## src/rtl/la_cmd_pkg.sv

```systemverilog
// la_cmd_pkg: opcodes, ack byte and FSM states for uart_port_master (TX_ACK only with UART_PORT_MASTER_ECHO_ACK_EN)
package la_cmd_pkg;
  localparam logic [7:0] CMD_WRITE_DEF = 8'h57;
  localparam logic [7:0] CMD_READ_DEF  = 8'h52;
  localparam logic [7:0] ACK_BYTE_DEF  = 8'h4B;
  typedef enum logic [2:0] {
    IDLE,
    GET_ADDR,
    GET_DATA,
    WR_STROBE,
    RD_SETUP,
    RD_STROBE,
    TX_RESULT
`ifdef UART_PORT_MASTER_ECHO_ACK_EN
    , TX_ACK
`endif
  } state_t;
endpackage

```

## src/rtl/uart_port_master.sv

```systemverilog
// uart_port_master: UART command bytes to port read/write cycles; UART_PORT_MASTER_ECHO_ACK_EN echoes ACK_BYTE after writes
module uart_port_master
  import la_cmd_pkg::*;
#(
  parameter logic [7:0] CMD_WRITE = CMD_WRITE_DEF,
  parameter logic [7:0] CMD_READ  = CMD_READ_DEF,
  parameter logic [7:0] ACK_BYTE  = ACK_BYTE_DEF
) (
  input  logic       clk,
  input  logic       reset,
  input  logic [7:0] rx_data,
  input  logic       rx_data_present,
  output logic       rx_read,
  output logic [7:0] tx_data,
  input  logic       tx_full,
  output logic       tx_write,
  output logic [7:0] port_id,
  output logic [7:0] port_out,
  input  logic [7:0] port_in,
  output logic       write_strobe,
  output logic       read_strobe,
  output logic       busy,
  output logic [7:0] bad_cmd_count
);
  state_t state, state_nxt;
  logic   op_read;
  logic   fetch;
  logic   valid_op;
  logic   tx_state;
  logic   ack_load;
  assign fetch    = (state == IDLE || state == GET_ADDR || state == GET_DATA) && rx_data_present && !rx_read;
  assign valid_op = rx_data == CMD_WRITE || rx_data == CMD_READ;
  assign busy     = state != IDLE;
`ifdef UART_PORT_MASTER_ECHO_ACK_EN
  assign tx_state = state == TX_RESULT || state == TX_ACK;
  assign ack_load = state == WR_STROBE;
`else
  assign tx_state = state == TX_RESULT;
  assign ack_load = 1'b0;
`endif
  always_comb begin
    state_nxt = state;
    case (state)
      IDLE:      state_nxt = fetch && valid_op ? GET_ADDR : IDLE;
      GET_ADDR:  state_nxt = !fetch ? GET_ADDR : op_read ? RD_SETUP : GET_DATA;
      GET_DATA:  state_nxt = fetch ? WR_STROBE : GET_DATA;
`ifdef UART_PORT_MASTER_ECHO_ACK_EN
      WR_STROBE: state_nxt = TX_ACK;
      TX_ACK:    state_nxt = tx_full ? TX_ACK : IDLE;
`else
      WR_STROBE: state_nxt = IDLE;
`endif
      RD_SETUP:  state_nxt = RD_STROBE;
      RD_STROBE: state_nxt = TX_RESULT;
      TX_RESULT: state_nxt = tx_full ? TX_RESULT : IDLE;
      default:   state_nxt = IDLE;
    endcase
  end
  always_ff @(posedge clk)
    state <= reset ? IDLE : state_nxt;
  // All pulses are registered one cycle behind the state that decides them,
  // so a pop and a strobe can never share a cycle.
  always_ff @(posedge clk) begin
    if (reset) begin
      rx_read       <= 1'b0;
      write_strobe  <= 1'b0;
      read_strobe   <= 1'b0;
      tx_write      <= 1'b0;
      port_id       <= 8'h00;
      port_out      <= 8'h00;
      tx_data       <= 8'h00;
      bad_cmd_count <= 8'h00;
      op_read       <= 1'b0;
    end else begin
      rx_read      <= fetch;
      write_strobe <= state == WR_STROBE;
      read_strobe  <= state == RD_SETUP;
      tx_write     <= tx_state && !tx_full;
      if (fetch && state == IDLE) begin
        op_read <= rx_data == CMD_READ;
        if (!valid_op && bad_cmd_count != 8'hFF)
          bad_cmd_count <= bad_cmd_count + 8'd1;
      end
      if (fetch && state == GET_ADDR)
        port_id <= rx_data;
      if (fetch && state == GET_DATA)
        port_out <= rx_data;
      if (state == RD_STROBE || ack_load)
        tx_data <= state == RD_STROBE ? port_in : ACK_BYTE;
    end
  end
endmodule

```

## config.mk

```make
export PLATFORM = sky130hd
export DESIGN_NAME = uart_port_master
export DESIGN_NICKNAME = d
export VERILOG_FILES = /design/src/rtl/la_cmd_pkg.sv /design/src/rtl/uart_port_master.sv
export SDC_FILE = /design/constraint.sdc
export NUM_CORES = 1
export LEC_CHECK = 0
export CORE_MARGIN = 2
export CORE_UTILIZATION = 30
export CTS_CLUSTER_SIZE = 28
export DETAILED_ROUTE_END_ITERATION = 10
export SKIP_CTS_REPAIR_TIMING = 1
export SYNTH_ARGS = -nofsm -noshare
export SYNTH_HDL_FRONTEND = slang
export SYNTH_SLANG_ARGS = --single-unit
```

## constraint.sdc

```tcl
create_clock -name clk -period 1.75 [get_ports clk]
set_clock_uncertainty 0.15 [all_clocks]
set_input_delay 0.35 -clock clk [delete_from_list [all_inputs] [get_ports clk]]
set_output_delay 0.35 -clock clk [all_outputs]
set_load 0.02 [all_outputs]
```

======== Yosys cells after proc, flatten, opt, wreduce, memory -nomap -nowiden ========
Index checks and enable logic that the tools add are counted.
W data, S select, Z words.
storage, ports and cells
  bits in registers ....................... 40
  output and inout port bits .............. 37
  input port bits ......................... 20
operators by class
  equality and inequality tests ........... 9
  mux-type cells .......................... 6
  $add $sub $neg .......................... 1
  reduce and logical (&&, ||, !) cells .... 17
operator list
  kind                   number
  $pmux W3 S6            1
  $eq A8 B7 Y1 const B   2
  $eq A3 B3 Y1 const B   3
  $mux W3                3
  $add A8 B1 Y8 const B  1
  $logic_and A1 B1 Y1    8
  $ne A8 B8 Y1 const B   1
  $eq A3 B2 Y1 const B   2
  $eq A3 B1 Y1 const B   1
  $logic_not A1 Y1       3
  $logic_not A3 Y1       1
  $logic_or A1 B1 Y1     3
  $reduce_bool A3 Y1     1
  $mux W1                2
  $reduce_and A2 Y1      1

======== Depth between registers and ports, before layout ========
  depth after elaboration ................. 8
  gate-level depth with buffers ........... 6

======== Worst setup path after synthesis ========
Ideal clock, no wire load.
  path kind ............................... register to register
  start ................................... register bad_cmd_count[0]
  end ..................................... register bad_cmd_count[7]
  arrival time ............................ 1580 ps
  setup slack ............................. -101 ps
  library setup time ...................... 121 ps
  cell stages (with the launch flop) ...... 7
  cell sequence ........................... dfxtp_1 -> ha_1 -> nand3_1 -> o211ai_2 -> buf_2 -> nor4_1 -> mux2_2
on the way
  cells in the longest elaborated chain, start to end .. 3
  elaborated cells on any way between the ends .. 4
  classes of those cells .................. 1 x add/sub; 1 x eq/ne; 2 x reduce/logical
ends and longest elaborated chain
  element                                                RTL line                source
  from (decl)                                            uart_port_master.sv:23  output logic [7:0] bad_cmd_count
  from (signal assigned)                                 uart_port_master.sv:82  bad_cmd_count <= bad_cmd_count + 8'd1;
  branches (longest 3 deep; another with $add A8 B1 Y8)  n/a
Several ways; the timed one is not identified.
A chain may end at the register's enable or synchronous reset.

======== Worst setup path in the final report ========
  start ................................... input port rx_data[5]
  end ..................................... register bad_cmd_count[7]
on the way
  cells in the longest elaborated chain, start to end .. 5
  elaborated cells on any way between the ends .. 6
  classes of those cells .................. 2 x eq/ne; 4 x reduce/logical
ends and longest elaborated chain
  element                               RTL line                source
  from (decl)                           uart_port_master.sv:11  input logic [7:0] rx_data,
  $eq A8 B7 Y1                          uart_port_master.sv:32  assign valid_op = rx_data == CMD_WRITE || rx_data == CMD_READ;
  $logic_or A1 B1 Y1 *                  uart_port_master.sv:32
  $logic_not A1 Y1 *                    uart_port_master.sv:81  if (!valid_op && bad_cmd_count != 8'hFF)
  $logic_and A1 B1 Y1 *                 uart_port_master.sv:81
  $reduce_and A2 Y1 (no source line) *  n/a
Mark *: on every way between the ends. The rest lies on a longest branch, timed or not.

==> results.py <==
metrics = {
    "synth": {
        "synth_top_area_share_pct": 48.08,
        "syn_nets": 214,
        "synth_edf_count": 0,
        "synth-seq-area-share_pct": 48.08,
        "ys_warn_count": 0,
        "synth_area_mm2": 0.001665,
        "ys.flop_type": "dfxtp_1",
        "synth.area.top_cells": "dfxtp_1 (48%), a21oi_1 (7.2%), nand2_1 (7.0%)",
        "postSynthAreaPerCell_um2": 8.629,
        "synth_cell_types": 41,
        "synth_seq_cells": 40,
        "synth_common_cells": "dfxtp_1 (40), nand2_1 (31), a21oi_1 (24)",
        "synth.largest_area_cell": "dfxtp_1",
        "synth_cells": 193,
        "yosysMostFrequentCell": "dfxtp_1",
        "async_reset_ff_share_pct": 0,
    },
    "critical_path": {
        "cp_cell_sequence": "clkdlybuf4s50_1, nand2b_4, nor3_4, buf_6, nor4_4, mux2_4",
        "crit_path_max_incr_delay_ns": 0.48,
        "cp_data_arrival_time_ns": 1.78,
        "crit_fanout": 5,
        "crit-reg2reg-launch": "bad_cmd_count[0]",
        "r2r_setup_slack_ns": 0.05,
        "crit_slowest_cell": "clkdlybuf4s50_1",
        "rr_worst_depth": 5,
        "crit_path_start_kind": "input port",
        "critPathTopFamily": "buffers and inverters",
        "worstPathRequired_ns": 1.78,
        "cp_num_cells": 6,
        "end_kind": "flop",
        "r2r-end": "bad_cmd_count[3]",
        "path_class": "in2reg",
        "crit_buf_inv": 2,
    },
    "drt": {
        "vias": 1703,
        "wl_per_cell_um": 13.49,
        "wirelength_um": 4815,
        "via_per_inst": 4.770,
        "ant_nets": 0,
        "drc_errors": 0,
        "drtIter0Drc": 75,
        "firstDrtPassIters": 4,
    },
    "floorplanning": {
        "dieWidth_um": 78.51,
        "dieArea_mm2": 0.006163,
        "die_y_um": 78.51,
        "initial_core_util_pct": 30.62,
        "rows": 27,
        "core_mm2": 0.005439,
        "io_pins": 57,
    },
    "global_route": {
        "grt_max_degree": 16,
        "overflow": 0,
        "grt_pass1_vias": 1472,
        "grt_usage_pct": 14.48,
        "grt_antenna_before_repair": 0,
        "grt_pass1_wl_um": 7017,
    },
    "cells_and_area": {
        "nets": 305,
        "syn_to_final_growth_pct": 73.85,
        "stdcell_area_mm2": 0.002895,
        "diodes": 0,
        "fin_util_pct": 53.23,
        "drive_gt1_share_pct": 23.86,
    },
    "sta": {
        "setup_violations": 0,
        "timing.slew.headroom_pct": 73.78,
        "tightest_slew_ns": 0.3881,
        "hold_violations": 0,
        "min_period_ns": 1.744,
        "finalCritPeriodShare_pct": 99.64,
        "fmax_mhz": 573.5,
        "slew_viol_final": 0,
        "hold-worst-slack_ns": 0.2273,
    },
    "pwr": {
        "clockPowerShare_pct": 42.9,
        "swShare_pct": 21.34,
        "switchingPower_w": 0.0004124,
        "ir_drop_mv": 0.3481,
        "p_per_area_mw_per_mm2": 667.5,
        "power_w": 0.001932,
        "p_comb_share_pct": 9.5,
        "power_frac_seq_pct": 47.5,
        "p_int_w": 0.001520,
        "power.leakage_nw": 1.749,
    },
    "place": {
        "placed_cell_area_mm2": 0.002522,
        "detailed_place_hpwl_um": 3270,
        "gp_congestion": 0.7495,
        "portBuffers": 56,
    },
    "clock_network": {
        "clockBufferDepth": 2,
        "htreeDepth": 2,
        "cts_tree": "built",
        "clk_pin_slew_worst_paths_ns": 0.08,
        "clkSinkCount": 40,
        "cts_buffers": 5,
        "clock-root-buffer": "clkbuf_8",
        "insertion_delay_ns": 0.30,
    },
    "min_path": {
        "hold_class": "in2reg",
        "hold_path_depth": 3,
        "hold_end": "port_id[7]",
        "hold_start": "rx_data[7]",
    },
    "job": {
        "maxCapViolCount": 0,
    },
    "outcome": {
        "status": "completed",
    },
}
==> sequential cells by signal (all words and copies together), names as in the netlist <==
signal,count
write_strobe,1
rx_read,1
tx_write,1
bad_cmd_count,8
read_strobe,1
tx_data,8
op_read,1
port_id,8
state,3
port_out,8
==> cell families (layout without fill, tap and decap cells) <==
logic type                 count (synthesis)  count (layout)  share of synthesized area (%)
DFF                                       40              40                          48.08
xor gates and xnor gates                   1               1                         0.5260
adders and majority gates                  1               1                         0.7512
muxes                                      9               9                          5.485
and+or+nand+nor                           88              88                          27.27
buffers and inverters                     15             106                          3.982
AOI/OAI and AO/OA                         39              40                          13.90
==> power groups by stage <==
stage / registers, W / clock network [W] / logic, W
floorplan: 0.000948 / 0 / 0.0000506
global placement: 0.000941 / 0 / 0.000161
detailed placement: 0.000941 / 0 / 0.000162
CTS: 0.000919 / 0.000851 / 0.000163
global route: 0.000919 / 0.000896 / 0.000197
finish: 0.000919 / 0.000829 / 0.000184
==> through the flow <==
stage / std cells / setup WS [ns] / setup TNS (ns)
after CTS: 350 / -0.3186 / -2.379
after floorplan: 193 / -0.005018 / -0.005018
final: 357 / 0.006334 / 0
after global routing: 357 / -0.03346 / -0.1276
after global placement: 342 / -0.4451 / -7.762
after detailed placement: 342 / -0.4812 / -8.307
==> placed cells by master (no fill, tap or decap), types with 2 or more instances in the layout <==
cell type,count
o21ai_0,4
a21oi_1,22
mux2i_1,8
clkdlybuf4s50_1,15
or3_1,2
nand2b_1,3
dlymetal6s2s_1,40
inv_1,2
or4_1,2
nand3_1,12
clkbuf_8,7
or2_2,2
nor2b_1,3
nand2_1,31
a21oi_2,2
nor4_1,2
nand4_1,2
dfxtp_1,39
buf_6,2
nor2_1,14
buf_4,37
o31ai_1,3
==> final cells by class <==
type                       count  area (um2)
clock buffer                   7       96.34
clock inverter                 1       30.03
fill                         509        2544
inverter                       2       7.507
multi-input combinational    139       908.4
sequential                    40       802.0
tap                           72       90.09
timing repair buffer          96       960.9
==> tightest hold or removal path, stage by stage <==
cell and delay [ns]:
dlymetal6s2s_1 0.15, nand3_1 0.07, a21oi_1 0.05
==> worst max path at each step <==
| stage | startpoint | end | slack [ns] |
|---|---|---|---|
| floorplan | rx_data[3] | bad_cmd_count[6] | -0.005 |
| global placement | rx_data[2] | bad_cmd_count[7] | -0.45 |
| detailed placement | rx_data[2] | bad_cmd_count[7] | -0.48 |
| CTS | state[1] | busy | -0.32 |
| global route | bad_cmd_count[2] | bad_cmd_count[5] | -0.03 |
| finish | rx_data[5] | bad_cmd_count[7] | 0.006 |
==> metal layers <==
layer,track usage (%),vias up,share of wire [%]
li1,-,864,-
met1,19.16,790,47
met2,22.39,44,47
met3,4.828,5,4.7
met5,0,-,0
met4,4.211,0,1.2
Note: power is estimated with default switching activity, not from simulation.
